$ cat src/rtl/lane_map_arb.sv
// Multi-requester lane arbiter: rotating-priority burst ownership feeding a
// single registered output word with its reduction-AND and source index.
module lane_map_arb #(
  parameter int WIDTH    = 4,
  parameter int NREQ     = 4,
  parameter int MAXBURST = 4,
  localparam int IDW     = (NREQ > 2) ? $clog2(NREQ) : 1
) (
  input  logic                  clk,
  input  logic                  rst_n,
  input  logic [NREQ-1:0]       req_valid,
  input  logic [NREQ*WIDTH-1:0] req_data,
  output logic [NREQ-1:0]       req_ready,
  output logic                  out_valid,
  input  logic                  out_ready,
  output logic [WIDTH-1:0]      out_data,
  output logic                  out_and,
  output logic [IDW-1:0]        out_id
);

  typedef enum logic {IDLE, OWN} state_t;

  state_t           state, state_n;
  logic [IDW-1:0]   owner, owner_n;
  logic [IDW-1:0]   last, last_n;
  logic [3:0]       cnt, cnt_n;
  logic [IDW-1:0]   pick, idx, sel;
  logic             pick_any;
  logic             can_load;
  logic             xfer;
  logic             own_valid;
  logic             last_word;
  logic [NREQ-1:0]  grant;
  logic [WIDTH-1:0] word;

  assign can_load  = !out_valid || out_ready;
  assign own_valid = req_valid[owner];
  assign last_word = (cnt == 4'(MAXBURST - 1));

  // Rotating search: scan downward so the nearest one past last wins.
  always_comb begin
    pick     = '0;
    pick_any = 1'b0;
    idx      = '0;
    for (int i = NREQ; i >= 1; i--) begin
      idx = IDW'((int'(last) + i) % NREQ);
      if (req_valid[idx]) begin
        pick     = idx;
        pick_any = 1'b1;
      end
    end
  end

  always_ff @(posedge clk or negedge rst_n) begin
    if (!rst_n) begin
      state <= IDLE;
      owner <= '0;
      last  <= IDW'(NREQ - 1);
      cnt   <= '0;
    end else begin
      state <= state_n;
      owner <= owner_n;
      last  <= last_n;
      cnt   <= cnt_n;
    end
  end

  always_comb begin
    state_n = state;
    owner_n = owner;
    last_n  = last;
    cnt_n   = cnt;
    unique case (state)
      IDLE: begin
        if (xfer) begin
          if (MAXBURST == 1) begin
            last_n = pick;
          end else begin
            state_n = OWN;
            owner_n = pick;
            cnt_n   = 4'd1;
          end
        end
      end
      OWN: begin
        if (!own_valid) begin
          state_n = IDLE;
          last_n  = owner;
          cnt_n   = '0;
        end else if (can_load) begin
          if (last_word) begin
            state_n = IDLE;
            last_n  = owner;
            cnt_n   = '0;
          end else begin
            cnt_n = cnt + 4'd1;
          end
        end
      end
    endcase
  end

  always_comb begin
    grant = '0;
    unique case (1'b1)
      (state == IDLE): if (can_load && pick_any) grant[pick] = 1'b1;
      (state == OWN):  if (can_load && own_valid) grant[owner] = 1'b1;
    endcase
  end

  assign sel       = (state == OWN) ? owner : pick;
  assign xfer      = |grant;
  assign req_ready = rst_n ? grant : '0;
  assign word      = req_data[int'(sel)*WIDTH +: WIDTH];

  always_ff @(posedge clk or negedge rst_n) begin
    if (!rst_n) begin
      out_valid <= 1'b0;
      out_data  <= '0;
      out_and   <= 1'b0;
      out_id    <= '0;
    end else if (xfer) begin
      out_valid <= 1'b1;
      out_data  <= word;
      out_and   <= &word;
      out_id    <= sel;
    end else if (out_ready) begin
      out_valid <= 1'b0;
    end
  end

endmodule

$ cat config.mk
export PLATFORM = sky130hd
export DESIGN_NAME = lane_map_arb
export DESIGN_NICKNAME = d
export VERILOG_FILES = /design/src/rtl/lane_map_arb.sv
export SDC_FILE = /design/constraint.sdc
export NUM_CORES = 1
export LEC_CHECK = 0
export BUFFER_PORTS_ARGS = -buffer_cell sky130_fd_sc_hd__buf_2
export CORE_MARGIN = 2
export CORE_UTILIZATION = 31
export CTS_BUF_LIST = sky130_fd_sc_hd__clkbuf_8
export DETAILED_ROUTE_END_ITERATION = 12
export GPL_TIMING_DRIVEN = 1
export SYNTH_ARGS = -nofsm -noshare
export SYNTH_HDL_FRONTEND = slang
export SYNTH_SLANG_ARGS = --single-unit
$ cat constraint.sdc
create_clock -name clk -period 3.35 [get_ports clk]
set_clock_uncertainty 0.05 [all_clocks]
set_input_delay 0.5025 -clock clk [delete_from_list [all_inputs] [get_ports clk]]
set_output_delay 0.5025 -clock clk [all_outputs]
set_load 0.01 [all_outputs]
==> results.yml <==
power:
  p_sw_w: 0.000524
  p_comb_share_pct: 55.2
  p_clk_share_pct: 12.2
  powerDensity_nw_per_um2: 915
  seqPwrFrac_pct: 32.6
  switching_share_pct: 41.2
  intPower_w: 0.000747
  peakVddDrop_uv: 295
  leakage_nw: 0.637
worst_setup_path:
  crit_arrival_ps: 2250
  path_class: "flop to output pin"
  slowest_stage: "nor3_2"
  cp.buffers_inverters: 2
  critPathTopFamily: "simple AND/OR/NAND/NOR gates"
  crit_fanout: 12
  max_stage_delay_ps: 710
  cp-end-kind: "output pin"
  crit_required_ps: 2800
  cp_cell_sequence: "nor3_2 > nor2b_1 > inv_1 > o22ai_1 > and2_1 > buf_2"
  cp-start-kind: "flop"
grt:
  overflow: 0
  antenna_found_initial: 0
  grt_usage_pct: 13.0
  grt_pass1_wl_mm: 4.20
  grt_pass1_vias: 924
  grt_max_degree: 22
logic_synthesis:
  synth_nets: 133
  synth-main-ff-cell: "dfrtp_1"
  ys_warn_count: 0
  synth.distinct_cells: 43
  synth-edff-count: 0
  ys_seq_elements: 17
  async_flop_share_pct: 100
  yosysSeqAreaShare_pct: 37.2
  post_synth.cell_area_avg_um2: 10.5
  synth_area_um2: 1150
  synthCells: 109
clock_network:
  numCtsBuffers: 3
  postCtsHoldBufs: 0
  path_clk_slew_ps: 70
  clk_path_buf_depth: 2
  clock-sinks: 17
  cts_resized: 0
  postCtsSetupBuffers: 0
  cts_root_buf: "clkbuf_8"
  htreeDepth: 1
  cts_tree: "yes"
  clk-insertion-delay-late_ps: 260
place:
  dp.cells: 187
  pre_cts_ws_ps: 689
  dp_hpwl_mm: 1.93
  port_buffers: 34
  routabilityCongestion: 0.702
timing:
  period_share_pct: 83.7
  slew_headroom_pct: 48.6
  tns_ps: 0
  clock.fmax_ghz: 0.357
  worst_slack_ps: 547
  finalSetupViolCount: 0
  rsz0062_at_grt: "false"
  hold_viol_final: 0
  maxSlewViolCount: 0
  worst_slew_pin_slew_ps: 766
  fin_crit_ps: 2800
detailed_routing:
  firstDrtPassIters: 2
  routed_wl_mm: 2.45
  viasPerCell: 4.84
  num_vias: 924
  drc: 0
  ant_nets: 0
  drt_iter0_drc: 12
  wl_per_cell_um: 12.8
finish:
  area_delta_synth_final_pct: 20.8
  n_antenna_cell: 0
  nNetsFinal: 168
  drive_above_1_share_pct: 39.2
  layout_common_cells: "buf_2 (34), dfrtp_1 (15), nand2_1 (13), mux2i_1 (13), nand3_1 (5)"
  final_cells: 191
  layout_commonest_cell: "buf_2"
die:
  core_um2: 3610
  die_width_um: 64.9
  die_area_um2: 4210
  ios: 35
  die_h_um: 64.9
  row_count: 22
  initial_utilization_pct: 31.9
min_path:
  holdCritPathClass: "input port to async pin"
status:
  status: "finished, final reports clean"
run:
  cap_violations: 0
## state kept, by name, indices dropped and copies added (netlist names)
signal,flops
out_and,1
owner,2
out_id,2
cnt,4
state,1
out_data,4
last,2
out_valid,1
## through the flow
| step | power (W) | area (um^2) | hold slack, ps | utilization [%] |
|---|---|---|---|---|
| 4_1_cts | 0.00129 | 1390 | 137 | 38.5 |
| 3_5_place_dp | 0.00113 | 1340 | 417 | 37.2 |
| 5_1_grt | 0.00138 | 1390 | 160 | 38.5 |
| 2_1_floorplan | 0.000988 | 1150 | 157 | - |
| 6_report | 0.00127 | 1390 | 121 | 38.5 |
| 3_3_place_gp | 0.00111 | 1340 | 414 | 37.2 |
## synth_stat cells, types with 2 or more instances
library cell	count	area, um^2
a21oi_1	3	15.0
a32o_1	2	20.0
and2_1	2	12.5
buf_4	2	15.0
buf_6	2	22.5
dfrtp_1	15	375
dfstp_2	2	52.6
inv_1	3	11.3
mux2_2	2	22.5
mux2_4	4	60.1
mux2i_1	13	130
nand2_1	13	48.8
nand2b_1	3	18.8
nand3_1	5	25.0
nand3b_1	3	22.5
nor2_1	2	7.51
nor2b_1	3	18.8
o21ai_0	4	20.0
o21ai_1	2	10.0
## cell type report
class	count	area, um^2
Clock inverter	1	5.00
Sequential cell	17	428
Inverter	3	11.3
Tap cell	48	60.1
Fill cell	357	2220
Timing Repair Buffer	34	170
Clock buffer	3	41.3
Multi-Input combinational cell	85	673
## path summary, 6_finish.rpt
| kind | slack, ps | cells after the start | startpoint | end |
|---|---|---|---|---|
| setup / recovery | 550 | 6 | state$_DFF_PN0_ | req_ready[2] |
| hold / removal | 120 | 1 | rst_n | cnt[2]$_DFFE_PN0P_ |
| setup reg to reg | 1260 | 6 | last[1]$_DFFE_PN1P_ | out_data[2]$_DFFE_PN0P_ |
| hold reg to reg | 420 | 2 | out_id[0]$_DFFE_PN0P_ | out_id[0]$_DFFE_PN0P_ |
| max in group asynchronous | 2800 | 1 | rst_n | last[0]$_DFFE_PN1P_ |
| min in group clk | 420 | 2 | out_id[0]$_DFFE_PN0P_ | out_id[0]$_DFFE_PN0P_ |
## routing by layer
metal  global-route usage (%)  vias up  share of wire [%]
li1                         -      469                  -
met4                     5.59        0                2.1
met1                     17.5      423                 48
met5                        0        -                  0
met3                     2.95        5                5.6
met2                     20.1       27                 44
## cells by family after synthesis
logic type | share of synthesized area (%)
DFF | 37.2
AOI/OAI and AO/OA | 13.8
adders and majority gates | 1.09
and+or+nand+nor | 21.2
buffers and inverters | 4.24
muxes | 22.4
## power by group through the flow
stage	Clock, W	Sequential, W	Combinational, W
2_1_floorplan	0	0.000391	0.000597
3_3_place_gp	0	0.000412	0.000700
3_5_place_dp	0	0.000418	0.000712
4_1_cts	0.000162	0.000415	0.000715
5_1_grt	0.000174	0.000434	0.000775
6_report	0.000155	0.000414	0.000701
No activity file was read; power rests on OpenSTA's default activity.
